[src/rtl/bcd_char_formatter_pkg.sv]
// Shared types and constants for the BCD character formatter.
package bcd_char_formatter_pkg;

    localparam int NUM_DIGITS = 10;
    localparam int BIN_W      = 32;
    localparam int BCD_W      = 4 * NUM_DIGITS;
    localparam int CNT_W      = 6;

    localparam logic [7:0] ASCII_ZERO  = 8'h30;
    localparam logic [7:0] ASCII_SPACE = 8'h20;

    typedef enum logic [2:0] {
        IDLE     = 3'd0,
        CONVERT  = 3'd1,
        EMIT     = 3'd2,
        KICK     = 3'd3,
        WAIT_UPD = 3'd4
    } state_t;

    function automatic logic [7:0] digit_char(input logic [3:0] d);
        return ASCII_ZERO + {4'h0, d};
    endfunction

endpackage

[src/rtl/bcd_char_formatter_if.sv]
// Request/character-stream bundle between a requester, the formatter and the LCD writer.
interface bcd_char_formatter_if;
    import bcd_char_formatter_pkg::*;

    logic             start;
    logic [BIN_W-1:0] value;
    logic             update_i;
    logic             valid_o;
    logic [7:0]       char_o;
    logic             start_update_o;
    logic             busy;

    modport master (
        output start, value, update_i,
        input  valid_o, char_o, start_update_o, busy
    );

    modport slave (
        input  start, value, update_i,
        output valid_o, char_o, start_update_o, busy
    );

endinterface

[src/rtl/bcd_char_formatter_dd_adjust.sv]
// Double-dabble correction: add 3 to every BCD nibble that is 5 or more.
module dd_adjust
    import bcd_char_formatter_pkg::*;
(
    input  logic [BCD_W-1:0] bcd_in,
    output logic [BCD_W-1:0] bcd_out
);

    for (genvar g = 0; g < NUM_DIGITS; g++) begin : g_nib
        assign bcd_out[4*g +: 4] = (bcd_in[4*g +: 4] >= 4'd5) ? bcd_in[4*g +: 4] + 4'd3
                                                              : bcd_in[4*g +: 4];
    end

endmodule

[src/rtl/bcd_char_formatter.sv]
// Converts a 32-bit value to a 10-character ASCII row (double-dabble), streams it
// MSD first, then kicks the downstream LCD writer and waits for its update to finish.
module bcd_char_formatter
    import bcd_char_formatter_pkg::*;
#(
    parameter bit LEADING_BLANK = 1'b1
) (
    input  logic                 CLK,
    input  logic                 RST,
    bcd_char_formatter_if.slave  bus
);

    state_t                   state, state_nxt;
    logic [BIN_W-1:0]         bin_q;
    logic [BCD_W-1:0]         bcd_q, bcd_adj;
    logic [BCD_W+BIN_W-1:0]   dd_shift;
    logic [CNT_W-1:0]         cnt_q;
    logic                     lead_q, seen_q;
    logic                     valid_q, kick_q;
    logic [7:0]               char_q;

    logic                     valid_d, kick_d, busy_d;
    logic [7:0]               char_d;
    logic [3:0]               digit;
    logic                     last_step, last_col;

    dd_adjust u_dd_adjust (
        .bcd_in  (bcd_q),
        .bcd_out (bcd_adj)
    );

    assign dd_shift  = {bcd_adj, bin_q} << 1;
    // During EMIT the BCD register shifts left a nibble per column, so the MSD is always on top.
    assign digit     = bcd_q[BCD_W-1 -: 4];
    assign last_step = (cnt_q == CNT_W'(BIN_W - 1));
    assign last_col  = (cnt_q == CNT_W'(NUM_DIGITS - 1));

    always_ff @(posedge CLK or negedge RST) begin
        if (!RST) state <= IDLE;
        else      state <= state_nxt;
    end

    always_comb begin
        state_nxt = state;
        case (state)
            IDLE:     if (bus.start) state_nxt = CONVERT;
            CONVERT:  if (last_step) state_nxt = EMIT;
            EMIT:     if (last_col)  state_nxt = KICK;
            KICK:     state_nxt = WAIT_UPD;
            WAIT_UPD: if (seen_q && !bus.update_i) state_nxt = IDLE;
            default:  state_nxt = IDLE;
        endcase
    end

    always_comb begin
        busy_d  = (state != IDLE);
        valid_d = (state == EMIT);
        kick_d  = (state == KICK);
        char_d  = 8'h00;
        if (state == EMIT) begin
            if (LEADING_BLANK && lead_q && digit == 4'd0 && !last_col) char_d = ASCII_SPACE;
            else                                                      char_d = digit_char(digit);
        end
    end

    // Outputs are registered, so the character stream trails the EMIT state by one cycle.
    always_ff @(posedge CLK or negedge RST) begin
        if (!RST) begin
            bin_q   <= '0;
            bcd_q   <= '0;
            cnt_q   <= '0;
            lead_q  <= 1'b0;
            seen_q  <= 1'b0;
            valid_q <= 1'b0;
            kick_q  <= 1'b0;
            char_q  <= 8'h00;
        end else begin
            valid_q <= valid_d;
            kick_q  <= kick_d;
            char_q  <= char_d;
            case (state)
                IDLE: if (bus.start) begin
                    bin_q  <= bus.value;
                    bcd_q  <= '0;
                    cnt_q  <= '0;
                    lead_q <= 1'b1;
                    seen_q <= 1'b0;
                end
                CONVERT: begin
                    {bcd_q, bin_q} <= dd_shift;
                    cnt_q          <= last_step ? '0 : cnt_q + 1'b1;
                end
                EMIT: begin
                    bcd_q <= {bcd_q[BCD_W-5:0], 4'h0};
                    cnt_q <= cnt_q + 1'b1;
                    if (digit != 4'd0) lead_q <= 1'b0;
                end
                WAIT_UPD: if (bus.update_i) seen_q <= 1'b1;
                default: ;
            endcase
        end
    end

    assign bus.valid_o        = valid_q;
    assign bus.char_o         = char_q;
    assign bus.start_update_o = kick_q;
    assign bus.busy           = busy_d;

endmodule
[src/flat_wrapper.sv]
// flat-port wrapper written by rule: the top's interface ports become plain ports
module bcd_char_formatter_flat import bcd_char_formatter_pkg::*;
#(
    parameter bit LEADING_BLANK = 1'b1
)
  (CLK, RST, bus_start, bus_value, bus_update_i, bus_valid_o, bus_char_o, bus_start_update_o, bus_busy);
  bcd_char_formatter_if bus_i ();
  input  logic CLK;
  input  logic RST;
  input wire logic [$bits(bus_i.start)-1:0] bus_start;
  input wire logic [$bits(bus_i.value)-1:0] bus_value;
  input wire logic [$bits(bus_i.update_i)-1:0] bus_update_i;
  output wire logic [$bits(bus_i.valid_o)-1:0] bus_valid_o;
  output wire logic [$bits(bus_i.char_o)-1:0] bus_char_o;
  output wire logic [$bits(bus_i.start_update_o)-1:0] bus_start_update_o;
  output wire logic [$bits(bus_i.busy)-1:0] bus_busy;
  assign bus_i.start = bus_start;
  assign bus_i.value = bus_value;
  assign bus_i.update_i = bus_update_i;
  assign bus_valid_o = bus_i.valid_o;
  assign bus_char_o = bus_i.char_o;
  assign bus_start_update_o = bus_i.start_update_o;
  assign bus_busy = bus_i.busy;
  bcd_char_formatter #(.LEADING_BLANK(LEADING_BLANK)) u_core (.CLK(CLK), .RST(RST), .bus(bus_i));
endmodule
[config.mk]
export PLATFORM = sky130hd
export DESIGN_NAME = bcd_char_formatter_flat
export DESIGN_NICKNAME = d
export VERILOG_FILES = /design/src/rtl/bcd_char_formatter_pkg.sv /design/src/rtl/bcd_char_formatter_if.sv /design/src/rtl/bcd_char_formatter_dd_adjust.sv /design/src/rtl/bcd_char_formatter.sv /design/src/flat_wrapper.sv
export SDC_FILE = /design/constraint.sdc
export NUM_CORES = 1
export LEC_CHECK = 0
export BUFFER_PORTS_ARGS = -buffer_cell sky130_fd_sc_hd__buf_2
export CORE_MARGIN = 1
export CORE_UTILIZATION = 40
export CTS_BUF_LIST = sky130_fd_sc_hd__clkbuf_16
export DETAILED_ROUTE_END_ITERATION = 10
export PLACE_DENSITY_LB_ADDON = 0.2
export SLEW_MARGIN = 20
export SYNTH_ARGS = -nofsm -noshare
export SYNTH_HDL_FRONTEND = slang
export SYNTH_HIERARCHICAL = 1
export SYNTH_SLANG_ARGS = --single-unit
[constraint.sdc]
create_clock -name CLK -period 2.4 [get_ports CLK]
set_input_delay 0.48 -clock CLK [delete_from_list [all_inputs] [get_ports CLK]]
set_output_delay 0.48 -clock CLK [all_outputs]
set_load 0.01 [all_outputs]
==> flow_summary_export.csv, run 1 <==
group,metric,value,unit
run_status,status,"finished, final reports clean",
cells_and_area,drive_above_1_share,15.41,%
worst_setup_path,crit_path_max_fanout,43,
synthesis,netlist_area,5011,um2
clocking,clkSinkCount,90,
clocking,htreeDepth,3,
timing,maxSlewHeadroom,63.53,%
clocking,cts_hold_buf,0,
timing,finalHoldWorstSlack,0.1286,ns
timing,max_freq,0.5161,GHz
synthesis,avgSynthCellArea,9.903,um2
floorplan,die_y,113.9,um
flow_run,maxCapViolations,0,
cells_and_area,nets,599,
clocking,root_buffer,"clkbuf_16",
routing,dr.pass1.iters,7,
place,post-dp-hpwl,6106,um
floorplan,core_area,12110,um2
power,sw_frac_of_total,26.62,%
worst_setup_path,slowest_stage,"dfrtp_1",
place,place_ws,0.4615,ns
timing,slew_violations,0,
routing,via_count,3683,
global_route,grt.overflow.total,0,
timing,skew,0.008753,ns
routing,wl,9553,um
global_route,grt_max_degree,58,
timing,min_period,1.938,ns
routing,drt.antenna.violating_nets,0,
cells_and_area,multi_input_area,2326,um2
floorplan,initial_core_util,41.37,%
synthesis,synth_warnings,6,
global_route,grt_usage,16.07,%
floorplan,dieWidth,113.9,um
worst_setup_path,cp_slowest_stage_delay,0.52,ns
worst_setup_path,cp.arrival,2.20,ns
place,port_buffers,44,
routing,via_per_inst,5.165,
routing,avgRoutedWirePerCell,13.40,um
cells_and_area,num-fill-cells,1170,
cells_and_area,area_growth,12.96,%
routing,drc,0,
clocking,ctsResizeCount,0,
worst_setup_path,end_kind,"flip-flop",
global_route,grt_pass1_vias,3709,
clocking,cts_tree,"yes",
min_path,hold_path_class,"in2async",
global_route,top_usage_layer,"met2",
clocking,cts_buffer_depth,2,
worst_setup_path,cp-start-kind,"flip-flop",
floorplan,io_pins,47,
timing,finalHoldViolCount,0,
global_route,met3_usage,4.038,%
timing,tns,0,ns
power,p_total,3736,uW
worst_setup_path,path_cells,"or3b_4 > clkinv_2 > buf_4 > nor2_1 > o21bai_1 > o2bb2ai_1",
power,p_per_area,660.0,nW/um2
place,gp_congestion,0.7187,
clocking,cts.clk_slew.worst_paths,0.06,ns
power,peakVddDrop,0.0002388,V
clocking,post_cts_buffers,0,
clocking,clk_latency,0.34,ns
global_route,grt_use_met1,20.18,%
power,switching_power,994.5,uW
timing,worst_slew_pin_slew,0.5471,ns
floorplan,num_rows,40,
floorplan,dieArea,12980,um2
global_route,globalRouteMet2Util,27.19,%
routing,drt-initial-drc-count,426,
global_route,antenna_found_initial,0,
power,p_int,2742,uW
timing,fin_ws,0.4623,ns
cells_and_area,regArea,2252,um2
power,power_frac_seq,44.8,%
power,p_leak,0.002848,uW
power,comb_power_share,15.5,%
timing,rsz0062_at_grt,"no",
clocking,numCtsBuffers,9,
synthesis,synth_cells,506,
power,clkPwrFrac,39.7,%
global_route,grt_first_pass_wirelength,16860,um
cells_and_area,n_antenna_cell,0,
worst_setup_path,crit_type,"reg2reg",
worst_setup_path,critPathRequiredTime,2.67,ns
timing,setup_viol,0,
timing,post-route-period-util,80.74,%
==> stage by stage <==
step | cells | instance area [um2] | util, %
finish | 713 | 5660 | 46.74
global route | 713 | 5660 | 46.74
CTS | 713 | 5660 | 46.74
detailed placement | 698 | 5351 | 44.18
global placement | 698 | 5351 | 44.18
floorplan | 507 | 5015 | -
==> worst max-delay path, delay by kind of cell (launching register included) <==
kind	cells	cell delay, ns
and+or+nand+nor	2	0.64
buffers and inverters	2	0.43
DFF	1	0.52
AOI/OAI and AO/OA	2	0.27
==> power by group through the flow <==
stage / registers (uW) / logic [uW] / clock network (uW)
floorplan: 1680 / 456 / 0
global placement: 1700 / 579 / 0
detailed placement: 1700 / 588 / 0
CTS: 1670 / 590 / 1520
global route: 1690 / 655 / 1580
finish: 1670 / 578 / 1480
==> layer usage <==
metal / wire, um / vias up
met3: 398 / 11
li1: - / 1831
met4: 114 / 0
met2: 4528 / 74
met1: 4511 / 1767
met5: 0 / -
==> state kept, by name, summed over array words and instances, names as in the netlist <==
signal and count:
u_core/bcd_q 40, u_core/bin_q 32, u_core/bus.char_o 6, u_core/cnt_q 6
u_core/state 3, u_core/bus.start_update_o 1, u_core/lead_q 1, u_core/seen_q 1
==> cells in the final DEF (no fill, tap or decap), drive strengths merged, types with 2 or more instances in the layout <==
cell type / instances
a22o: 4
a21oi: 14
nand2b: 23
nand2: 76
inv: 59
nand3: 2
and2: 5
clkinv: 3
ha: 22
or3: 2
bufinv: 2
nor4b: 2
o21ai: 53
clkbuf: 9
xnor2: 10
mux2i: 43
conb: 2
a222oi: 36
o31ai: 3
o21a: 2
dfrtp: 90
buf: 53
a31oi: 2
nor2: 14
==> path summary, 6_finish.rpt <==
kind / cells after the start / startpoint / to / slack [ns]
max: 6 / u_core/state[0] / u_core/cnt_q[2] / 0.46
min: 1 / RST / u_core/bus.start_update_o / 0.13
max reg2reg: 6 / u_core/state[0] / u_core/cnt_q[2] / 0.46
min reg2reg: 1 / u_core/lead_q / u_core/bus.char_o[4] / 0.48
max in group asynchronous: 2 / RST / u_core/bcd_q[37] / 1.67
min in group CLK: 3 / bus_value[0] / u_core/bin_q[0] / 0.39
==> final cells by class <==
class	count	share of cell area, %
clock buffer	9	3.979
clock inverter	6	1.481
inverter	59	3.935
multi-input combinational	328	41.09
sequential	90	39.79
tap	168	3.714
timing repair buffer	53	6.012
Note: power is estimated with default switching activity, not from simulation.
==> run 2, diff against run 1 <==
==> constraint.sdc (replaced) <==
create_clock -name CLK -period 1.9 [get_ports CLK]
set_input_delay 0.38 -clock CLK [delete_from_list [all_inputs] [get_ports CLK]]
set_output_delay 0.38 -clock CLK [all_outputs]
set_load 0.01 [all_outputs]
==> flow_summary_export.csv, run 2 (synthesis results as in run 1) <==
group,metric,value,unit
run_status,status,"finished, final reports clean",
power,p_per_area,804.5,nW/um2
worst_setup_path,crit_type,"reg2out",
worst_setup_path,cp_slowest_stage_delay,0.53,ns
floorplan,core_area,12110,um2
power,p_int,3357,uW
floorplan,dieArea,12980,um2
cells_and_area,nets,604,
min_path,hold_path_class,"in2reg",
place,port_buffers,44,
floorplan,die_y,113.9,um
global_route,grt_first_pass_wirelength,16460,um
worst_setup_path,critPathBufInv,1,
power,p_leak,0.002867,uW
timing,finalHoldWorstSlack,0.3102,ns
flow_run,maxCapViolations,0,
power,sw_frac_of_total,26.84,%
clocking,htreeDepth,3,
floorplan,initial_core_util,41.37,%
timing,finalHoldViolCount,0,
floorplan,io_pins,47,
timing,tns,0,ns
timing,min_period,1.800,ns
routing,drc,0,
routing,avgRoutedWirePerCell,13.13,um
clocking,cts_tree,"yes",
cells_and_area,regMostFlops,"u_core/bcd_q",
routing,drt.antenna.violating_nets,0,
routing,wl,9440,um
place,gp_congestion,0.7521,
clocking,clkSinkCount,90,
worst_setup_path,slowest_stage,"dfrtp_1",
cells_and_area,num-fill-cells,1183,
routing,via_per_inst,5.131,
global_route,grt_max_degree,46,
power,power_frac_seq,46.2,%
clocking,cts.clk_slew.worst_paths,0.06,ns
worst_setup_path,end_kind,"output port",
cells_and_area,area_growth,13.83,%
clocking,clk_latency,0.34,ns
worst_setup_path,cp.arrival,1.42,ns
cells_and_area,layout_commonest_cell,"dfrtp_1",
cells_and_area,regArea,2253,um2
global_route,grt.overflow.total,0,
global_route,grt_pass1_vias,3566,
worst_setup_path,path_cells,"or3_1 > buf_2",
cells_and_area,multi_input_area,2326,um2
floorplan,dieWidth,113.9,um
cells_and_area,drive_above_1_share,15.97,%
power,clkPwrFrac,37.4,%
power,peakVddDrop,0.0003934,V
timing,setup_viol,0,
routing,drt-initial-drc-count,294,
cells_and_area,top_regs,"u_core/bcd_q x40, u_core/bin_q x32",
worst_setup_path,crit_path_max_fanout,11,
power,comb_power_share,16.4,%
worst_setup_path,cp_top_family,"flip-flops",
routing,via_count,3689,
timing,post-route-period-util,94.74,%
cells_and_area,final_cell_mix,"89 x dfrtp_1, 76 x nand2_1, 59 x inv_1",
clocking,numCtsBuffers,9,
power,switching_power,1232,uW
worst_setup_path,critPathRequiredTime,1.52,ns
clocking,cts_buffer_depth,2,
timing,slew_violations,0,
clocking,root_buffer,"clkbuf_16",
worst_setup_path,cp-start-kind,"flip-flop",
global_route,grt_usage,15.83,%
timing,skew,0.006290,ns
global_route,antenna_found_initial,0,
timing,rsz0062_at_grt,"no",
cells_and_area,n_antenna_cell,0,
floorplan,num_rows,40,
timing,max_freq,0.5555,GHz
place,post-dp-hpwl,6397,um
cells_and_area,largest_reg_flops,40,
routing,dr.pass1.iters,8,
run 2: changes by cell type in the layout (fill, tap and decap cells not counted), sizes merged:
cell	delta
buf	+4
dlygate4sd3	+1
clkinv	+2
bufinv	-1
run 2: power groups by stage:
| stage | Sequential, uW | Clock (uW) | Combinational, uW |
|---|---|---|---|
| after floorplan | 2130 | 0 | 576 |
| after global placement | 2160 | 0 | 745 |
| after detailed placement | 2160 | 0 | 759 |
| after CTS | 2130 | 1770 | 762 |
| after global routing | 2140 | 1830 | 856 |
| final | 2120 | 1720 | 752 |
run 2: metal layers:
layer | vias up | routed length [um] | track usage, %
li1 | 1847 | - | -
met4 | 0 | 143 | 6.061
met2 | 86 | 4444 | 26.06
met3 | 11 | 429 | 3.082
met1 | 1745 | 4423 | 20.59
met5 | - | 0 | 0
run 2: per-stage QoR:
step	area [um2]	setup slack (ns)	instances	utilization, %	total power (uW)
floorplan	5015	0.4065	507	-	2704
global placement	5391	0.2105	700	44.51	2901
detailed placement	5391	0.1661	700	44.51	2921
CTS	5689	0.03152	717	46.97	4658
global route	5704	0.01474	719	47.10	4828
finish	5704	0.09986	719	47.10	4589
run 2: worst paths after layout:
check	slack [ns]	depth (start not counted)	endpoint	start
worst max-delay path	0.1	2	bus_busy	u_core/state[0]
worst min register to register	0.47	1	u_core/bus.char_o[4]	u_core/lead_q
max in group asynchronous	0.87	3	u_core/bcd_q[5]	RST
worst max register to register	0.17	6	u_core/cnt_q[2]	u_core/state[0]
worst min-delay path	0.31	3	u_core/bin_q[0]	bus_value[0]
min in group asynchronous	0.47	2	u_core/bin_q[10]	RST
run 2: timing repair:
| item | CTS | global route |
|---|---|---|
| hold buffers | 1 | 0 |
| pin swaps | 0 | 0 |
| gates resized for setup | 1 | 0 |
| cloned | 0 | 0 |
| endpoints found under the setup margin | 1 | 1 |
| hold endpoints to repair | 17 | 0 |
| buffers inserted | 0 | 2 |
run 2: final cells by class:
type / count / area share (%)
Clock buffer: 9 / 3.948
Clock inverter: 7 / 1.075
Inverter: 59 / 3.904
Multi-Input combinational cell: 328 / 40.78
Sequential cell: 90 / 39.50
Tap cell: 168 / 3.685
Timing Repair Buffer: 58 / 7.107
run 2: worst reg2reg max path: cells and delay by family (launching register included):
| family | cells | cell delay [ns] |
|---|---|---|
| AO/OA/AOI/OAI | 2 | 0.26 |
| buffers and inverters | 2 | 0.28 |
| flip-flops | 1 | 0.53 |
| AND/OR/NAND/NOR | 2 | 0.60 |
